File: config.mk
export PLATFORM = sky130hd
export DESIGN_NAME = wb_initiator_flat
export DESIGN_NICKNAME = d
export VERILOG_FILES = /design/src/rtl/wb_initiator_if.sv /design/src/rtl/wb_initiator.sv /design/src/flat_wrapper.sv
export SDC_FILE = /design/constraint.sdc
export NUM_CORES = 1
export LEC_CHECK = 0
export ABC_AREA = 1
export BUFFER_PORTS_ARGS = -buffer_cell sky130_fd_sc_hd__buf_2
export CORE_MARGIN = 2
export CORE_UTILIZATION = 54
export CTS_CLUSTER_SIZE = 10
export DETAILED_ROUTE_END_ITERATION = 8
export PLACE_DENSITY = 0.95
export SLEW_MARGIN = 20
export SYNTH_ARGS = -nofsm -noshare
export SYNTH_HDL_FRONTEND = slang
export SYNTH_SLANG_ARGS = --single-unit
export TNS_END_PERCENT = 5
File: constraint.sdc
create_clock -name wb_clk_i -period 3.5 [get_ports wb_clk_i]
set_input_delay 0.175 -clock wb_clk_i [delete_from_list [all_inputs] [get_ports wb_clk_i]]
set_output_delay 0.175 -clock wb_clk_i [all_outputs]
set_load 0.05 [all_outputs]
File: src/rtl/wb_initiator_if.sv
// Command, write-data, response and Wishbone signals for wb_initiator.
// master = the initiator's view; slave = the command source, response sink and bus target.
interface wb_initiator_if;
  logic        cmd_valid;
  logic        cmd_ready;
  logic        cmd_we;
  logic [31:0] cmd_adr;
  logic [3:0]  cmd_sel;
  logic [3:0]  cmd_len;
  logic        wdat_valid;
  logic        wdat_ready;
  logic [31:0] wdat;
  logic        rsp_valid;
  logic        rsp_ready;
  logic [31:0] rsp_dat;
  logic        rsp_last;
  logic        rsp_err;
  logic        wbm_cyc_o;
  logic        wbm_stb_o;
  logic        wbm_we_o;
  logic [3:0]  wbm_sel_o;
  logic [31:0] wbm_adr_o;
  logic [31:0] wbm_dat_o;
  logic        wbm_ack_i;
  logic        wbm_err_i;
  logic [31:0] wbm_dat_i;

  modport master (
    input  cmd_valid, cmd_we, cmd_adr, cmd_sel, cmd_len,
    input  wdat_valid, wdat, rsp_ready,
    input  wbm_ack_i, wbm_err_i, wbm_dat_i,
    output cmd_ready, wdat_ready,
    output rsp_valid, rsp_dat, rsp_last, rsp_err,
    output wbm_cyc_o, wbm_stb_o, wbm_we_o, wbm_sel_o, wbm_adr_o, wbm_dat_o
  );

  modport slave (
    output cmd_valid, cmd_we, cmd_adr, cmd_sel, cmd_len,
    output wdat_valid, wdat, rsp_ready,
    output wbm_ack_i, wbm_err_i, wbm_dat_i,
    input  cmd_ready, wdat_ready,
    input  rsp_valid, rsp_dat, rsp_last, rsp_err,
    input  wbm_cyc_o, wbm_stb_o, wbm_we_o, wbm_sel_o, wbm_adr_o, wbm_dat_o
  );
endinterface

File: src/rtl/wb_initiator.sv
// Wishbone B3 classic initiator: turns valid/ready commands into single or incrementing
// bursts, returns read data / completion on a one-entry response register, aborts stalled beats.
module wb_initiator #(
  parameter int unsigned TIMEOUT = 255
) (
  input logic          wb_clk_i,
  input logic          wb_rstn_i,
  wb_initiator_if.master bus
);
  localparam int unsigned TW = (TIMEOUT < 2) ? 1 : $clog2(TIMEOUT + 1);

  typedef enum logic [1:0] {IDLE, PREP, BUS} state_e;

  state_e        state_q;
  logic          we_q;
  logic [3:0]    sel_q;
  logic [3:0]    len_q;
  logic [3:0]    beat_q;
  logic [31:0]   adr_q;
  logic [31:0]   dat_q;
  logic          cyc_q;
  logic          stb_q;
  logic [TW-1:0] tmo_q;
  logic          rsp_valid_q;
  logic          rsp_last_q;
  logic          rsp_err_q;
  logic [31:0]   rsp_dat_q;

  logic          last_beat_d;
  logic          expired_d;
  logic          prep_go_d;

  assign last_beat_d = (beat_q == len_q);
  // With TIMEOUT=0 the counter still runs but can never expire.
  assign expired_d   = (TIMEOUT != 0) && (tmo_q == TW'(TIMEOUT - 1));
  // A new beat may only start once the previous response has been drained.
  assign prep_go_d   = !rsp_valid_q && (!we_q || bus.wdat_valid);

  assign bus.cmd_ready  = wb_rstn_i && (state_q == IDLE);
  assign bus.wdat_ready = wb_rstn_i && (state_q == PREP) && we_q && !rsp_valid_q;

  assign bus.wbm_cyc_o = cyc_q;
  assign bus.wbm_stb_o = stb_q;
  assign bus.wbm_we_o  = we_q;
  assign bus.wbm_sel_o = sel_q;
  assign bus.wbm_adr_o = adr_q;
  assign bus.wbm_dat_o = dat_q;

  assign bus.rsp_valid = rsp_valid_q;
  assign bus.rsp_dat   = rsp_dat_q;
  assign bus.rsp_last  = rsp_last_q;
  assign bus.rsp_err   = rsp_err_q;

  always_ff @(posedge wb_clk_i) begin
    if (!wb_rstn_i) begin
      state_q     <= IDLE;
      we_q        <= 1'b0;
      sel_q       <= '0;
      len_q       <= '0;
      beat_q      <= '0;
      adr_q       <= '0;
      dat_q       <= '0;
      cyc_q       <= 1'b0;
      stb_q       <= 1'b0;
      tmo_q       <= '0;
      rsp_valid_q <= 1'b0;
      rsp_last_q  <= 1'b0;
      rsp_err_q   <= 1'b0;
      rsp_dat_q   <= '0;
    end else begin
      if (rsp_valid_q && bus.rsp_ready) rsp_valid_q <= 1'b0;

      unique case (state_q)
        IDLE: begin
          if (bus.cmd_valid) begin
            we_q    <= bus.cmd_we;
            sel_q   <= bus.cmd_sel;
            len_q   <= bus.cmd_len;
            adr_q   <= bus.cmd_adr;
            beat_q  <= '0;
            cyc_q   <= 1'b1;
            state_q <= PREP;
          end
        end
        PREP: begin
          if (prep_go_d) begin
            if (we_q) dat_q <= bus.wdat;
            stb_q   <= 1'b1;
            tmo_q   <= '0;
            state_q <= BUS;
          end
        end
        BUS: begin
          if (bus.wbm_ack_i) begin
            // Writes only report once, on the final beat.
            if (!we_q || last_beat_d) begin
              rsp_valid_q <= 1'b1;
              rsp_dat_q   <= we_q ? 32'h0 : bus.wbm_dat_i;
              rsp_last_q  <= last_beat_d;
              rsp_err_q   <= 1'b0;
            end
            stb_q <= 1'b0;
            if (last_beat_d) begin
              cyc_q   <= 1'b0;
              state_q <= IDLE;
            end else begin
              adr_q   <= adr_q + 32'd4;
              beat_q  <= beat_q + 4'd1;
              state_q <= PREP;
            end
          end else if (bus.wbm_err_i || expired_d) begin
            rsp_valid_q <= 1'b1;
            rsp_dat_q   <= '0;
            rsp_last_q  <= 1'b1;
            rsp_err_q   <= 1'b1;
            cyc_q       <= 1'b0;
            stb_q       <= 1'b0;
            state_q     <= IDLE;
          end else begin
            tmo_q <= tmo_q + 1'b1;
          end
        end
        default: state_q <= IDLE;
      endcase
    end
  end
endmodule

File: src/flat_wrapper.sv
// flat-port wrapper written by rule: the top's interface ports become plain ports
module wb_initiator_flat 
#(
  parameter int unsigned TIMEOUT = 255
)
  (wb_clk_i, wb_rstn_i, bus_cmd_valid, bus_cmd_we, bus_cmd_adr, bus_cmd_sel, bus_cmd_len, bus_wdat_valid, bus_wdat, bus_rsp_ready, bus_wbm_ack_i, bus_wbm_err_i, bus_wbm_dat_i, bus_cmd_ready, bus_wdat_ready, bus_rsp_valid, bus_rsp_dat, bus_rsp_last, bus_rsp_err, bus_wbm_cyc_o, bus_wbm_stb_o, bus_wbm_we_o, bus_wbm_sel_o, bus_wbm_adr_o, bus_wbm_dat_o);
  wb_initiator_if bus_i ();
  input logic wb_clk_i;
  input logic wb_rstn_i;
  input wire logic [$bits(bus_i.cmd_valid)-1:0] bus_cmd_valid;
  input wire logic [$bits(bus_i.cmd_we)-1:0] bus_cmd_we;
  input wire logic [$bits(bus_i.cmd_adr)-1:0] bus_cmd_adr;
  input wire logic [$bits(bus_i.cmd_sel)-1:0] bus_cmd_sel;
  input wire logic [$bits(bus_i.cmd_len)-1:0] bus_cmd_len;
  input wire logic [$bits(bus_i.wdat_valid)-1:0] bus_wdat_valid;
  input wire logic [$bits(bus_i.wdat)-1:0] bus_wdat;
  input wire logic [$bits(bus_i.rsp_ready)-1:0] bus_rsp_ready;
  input wire logic [$bits(bus_i.wbm_ack_i)-1:0] bus_wbm_ack_i;
  input wire logic [$bits(bus_i.wbm_err_i)-1:0] bus_wbm_err_i;
  input wire logic [$bits(bus_i.wbm_dat_i)-1:0] bus_wbm_dat_i;
  output wire logic [$bits(bus_i.cmd_ready)-1:0] bus_cmd_ready;
  output wire logic [$bits(bus_i.wdat_ready)-1:0] bus_wdat_ready;
  output wire logic [$bits(bus_i.rsp_valid)-1:0] bus_rsp_valid;
  output wire logic [$bits(bus_i.rsp_dat)-1:0] bus_rsp_dat;
  output wire logic [$bits(bus_i.rsp_last)-1:0] bus_rsp_last;
  output wire logic [$bits(bus_i.rsp_err)-1:0] bus_rsp_err;
  output wire logic [$bits(bus_i.wbm_cyc_o)-1:0] bus_wbm_cyc_o;
  output wire logic [$bits(bus_i.wbm_stb_o)-1:0] bus_wbm_stb_o;
  output wire logic [$bits(bus_i.wbm_we_o)-1:0] bus_wbm_we_o;
  output wire logic [$bits(bus_i.wbm_sel_o)-1:0] bus_wbm_sel_o;
  output wire logic [$bits(bus_i.wbm_adr_o)-1:0] bus_wbm_adr_o;
  output wire logic [$bits(bus_i.wbm_dat_o)-1:0] bus_wbm_dat_o;
  assign bus_i.cmd_valid = bus_cmd_valid;
  assign bus_i.cmd_we = bus_cmd_we;
  assign bus_i.cmd_adr = bus_cmd_adr;
  assign bus_i.cmd_sel = bus_cmd_sel;
  assign bus_i.cmd_len = bus_cmd_len;
  assign bus_i.wdat_valid = bus_wdat_valid;
  assign bus_i.wdat = bus_wdat;
  assign bus_i.rsp_ready = bus_rsp_ready;
  assign bus_i.wbm_ack_i = bus_wbm_ack_i;
  assign bus_i.wbm_err_i = bus_wbm_err_i;
  assign bus_i.wbm_dat_i = bus_wbm_dat_i;
  assign bus_cmd_ready = bus_i.cmd_ready;
  assign bus_wdat_ready = bus_i.wdat_ready;
  assign bus_rsp_valid = bus_i.rsp_valid;
  assign bus_rsp_dat = bus_i.rsp_dat;
  assign bus_rsp_last = bus_i.rsp_last;
  assign bus_rsp_err = bus_i.rsp_err;
  assign bus_wbm_cyc_o = bus_i.wbm_cyc_o;
  assign bus_wbm_stb_o = bus_i.wbm_stb_o;
  assign bus_wbm_we_o = bus_i.wbm_we_o;
  assign bus_wbm_sel_o = bus_i.wbm_sel_o;
  assign bus_wbm_adr_o = bus_i.wbm_adr_o;
  assign bus_wbm_dat_o = bus_i.wbm_dat_o;
  wb_initiator #(.TIMEOUT(TIMEOUT)) u_core (.wb_clk_i(wb_clk_i), .wb_rstn_i(wb_rstn_i), .bus(bus_i));
endmodule
==> summary.md <==
| Metric | Value |
|---|---|
| Max-slew headroom | `30.1%` |
| Syn Nets | `1085` |
| Cell family contributing the most delay on the critical path | `buffers and inverters` |
| Initial Utilization | `55.2%` |
| Final wirelength | `19600 µm` |
| Minimum clock period | `2.04 ns` |
| DR top layer | `met4` |
| Post-route setup TNS | `0 ns` |
| Fin util | `71.6%` |
| Met2 WL | `9370 µm` |
| Gpl congestion | `0.987` |
| Root Driver | `clkbuf_16` |
| Post-synth top cells | `279 x nor2_1, 192 x nand2_1, 124 x dfxtp_1` |
| Final Skew | `0.0130 ns` |
| Most frequent cell after synthesis | `nor2_1` |
| Ys async rst share | `0%` |
| Global route total overflow | `0` |
| Drt first-iter violations | `851` |
| Vias in the first global route | `6931` |
| Syn_area_per_cell | `6.47 µm²` |
| Routed vias | `7184` |
| Critical path's largest stage delay | `0.47 ns` |
| Fill cell count | `865` |
| Initial antenna violation count | `0` |
| Final Slew Violations | `0` |
| Final setup viols | `0` |
| Hpwl dp | `12300 µm` |
| Most frequent CP cell | `nor2_1` |
| CP endpoint kind | `register` |
| WL per Instance | `14.5 µm` |
| Worst path cell trace | `nor2_8, inv_2, a21oi_4, nand2_4, clkinv_4, nor2_1, nor2_1` |
| Number of setup buffers added after CTS | `0` |
| Fin nets | `1311` |
| # IOs | `220` |
| Area delta synth->final | `29.7%` |
| Layout Cells excl Fill | `1351` |
| Worst-path clk slew | `0.06 ns` |
| Critical Path RT | `3.80 ns` |
| Die Height | `112 µm` |
| Worst-Skew Late Latency | `0.42 ns` |
| CTS Sinks | `124` |
| Post-synthesis cell area | `6270 µm²` |
| Antenna diodes | `0` |
| IO buf count | `219` |
| Die X | `112 µm` |
| Leading area contributor after synthesis | `dfxtp_1` |
| Worst VDD drop | `0.399 mV` |
| Part of the cycle the worst path needs | `58.3%` |
| Slowest-stage cell, CP | `dfxtp_1` |
| CTS tree | `yes` |
| Power per Cell Area | `527 nW/µm²` |
| Post-route DRC | `0` |
| Dominant synthesized flop cell | `dfxtp_1` |
| Total CTS buffers | `17` |
| Core area | `11400 µm²` |
| # placed instances | `1289` |
| First-pass GRT wire length | `32600 µm` |
| Vias per cell | `5.32` |
| Synth top area share | `39.6%` |
| Netlist cell types | `36` |
| Sequential area share after synthesis | `39.6%` |
| Share of cells above drive strength 1 | `22.9%` |
| CP max FO | `35` |
| Pleak | `3.91 nW` |
| Die area | `12500 µm²` |
| H-tree depth reported by CTS | `4` |
| Synth area leaders | `dfxtp_1 40%, nor2_1 17%, nand2_1 11%, o21ai_0 6.5%, inv_1 4.9%` |
| Max-cap viol count | `0` |
| FMAX | `490 MHz` |
| Critical path buffers and inverters | `2` |
| Worst Setup Start Kind | `register` |
| Metal-1 WL | `7470 µm` |
| Status | `completed` |
| Yosys warns | `0` |
| Seq cells post-synth | `124` |
| Post-synth EDFFs | `0` |
| RSZ-0062 raised after global routing | `false` |
| Metal3 WL | `1840 µm` |
| Critical path class | `register to register` |
| Post-synthesis instance total | `969` |
| Min-delay worst type | `input port to register` |
| Worst Tran Pin Value | `1.05 ns` |
| GRT Total Usage | `31.8%` |
| Largest net degree at the start of global routing | `94` |
| Final hold violation count | `0` |
| Antenna violation net count after detailed routing | `0` |
| Drt first pass iters | `5` |
| CP Data Arrival Time | `2.35 ns` |
| Row count | `39` |
| CTS Buffer Depth | `2` |
==> metrics by stage <==
stage / instance area (µm²) / hold WS [ns] / total power [W] / worst slack, ns
after global routing: 8140 / 0.0216 / 0.00445 / 1.30
final: 8140 / 0.0197 / 0.00429 / 1.46
after global placement: 7250 / 0.395 / 0.00248 / 1.57
after CTS: 8140 / 0.000856 / 0.00427 / 1.47
after detailed placement: 7250 / 0.403 / 0.00250 / 1.50
after floorplan: 6270 / 0.310 / 0.00230 / 0.980
==> cells in the final DEF (no fill, tap or decap), drive strengths merged <==
cell type and count:
nor2 286, buf 223, nand2 200, dfxtp 124, o21ai 103, inv 89
a21oi 47, nand3 42, dlygate4sd3 30, clkbuf 21, nand3b 7, xnor2 5
clkinv 5, ha 4, clkinvlp 4, nor3 3, xor2 3, bufinv 3
a31oi 2, nor4 1, o21bai 1, or2 1, o31ai 1, and3 1
nor3b 1, nand2b 1
==> power breakdown <==
| part | internal (W) | switching (W) | total (W) |
|---|---|---|---|
| Sequential | 0.00151 | 0.000100 | 0.00161 |
| Combinational | 0.000260 | 0.000655 | 0.000915 |
| Clock | 0.00112 | 0.000647 | 0.00176 |
| Total | 0.00289 | 0.00140 | 0.00429 |
==> flip-flops by register name (all words and copies together) (netlist names) <==
name	cells
u_core.beat_q	4
u_core.state_q	2
u_core.bus.rsp_dat	32
u_core.bus.rsp_valid	1
u_core.bus.rsp_err	1
u_core.bus.rsp_last	1
u_core.bus.wbm_sel_o	4
u_core.tmo_q	8
u_core.bus.wbm_cyc_o	1
u_core.bus.wbm_stb_o	1
u_core.bus.wbm_dat_o	32
u_core.bus.wbm_we_o	1
u_core.len_q	4
u_core.bus.wbm_adr_o	32
==> cells by family after synthesis <==
kind of cell / count (synthesis) / synth area share, %
xor gates and xnor gates: 8 / 1.12
AOI/OAI and AO/OA: 154 / 12.7
DFF: 124 / 39.6
adders and majority gates: 4 / 0.798
buffers and inverters: 136 / 10.7
and+or+nand+nor: 543 / 35.2
==> final cells by class <==
cell class,count,area [µm²],share of cell area [%]
multi-input cells,709,3120,38.4
flip-flops and latches,124,2480,30.5
repair buffers,253,1430,17.5
clock buffers,21,440,5.41
inverters,90,343,4.21
well taps,143,179,2.20
clock inverters,11,144,1.77
==> worst paths after layout <==
path,from,to,slack (ns),depth (start not counted)
worst max-delay path,u_core.state_q[0],u_core.bus.rsp_dat[26],1.46,7
worst min-delay path,bus_wdat[25],u_core.bus.wbm_dat_o[25],0.02,3
worst max register to register,u_core.state_q[0],u_core.bus.rsp_dat[26],1.46,7
worst min register to register,u_core.bus.rsp_last,u_core.bus.rsp_last,0.47,2
==> per-layer routing <==
| layer | up-vias | GRT usage (%) |
|---|---|---|
| li1 | 3479 | - |
| met1 | 3209 | 35.7 |
| met2 | 415 | 54.3 |
| met3 | 81 | 9.20 |
| met4 | 0 | 17.7 |
| met5 | - | 0 |
==> tightest hold or removal path: stages <==
cell    delay [ns]
buf_2         0.09
nor2_1        0.04
nor2_1        0.10
==> repair_timing <==
item,4_1_cts,5_1_grt
resized for setup,0,0
hold buffers,30,0
hold endpoints to repair,30,0
Note: power is estimated with default switching activity, not from simulation.
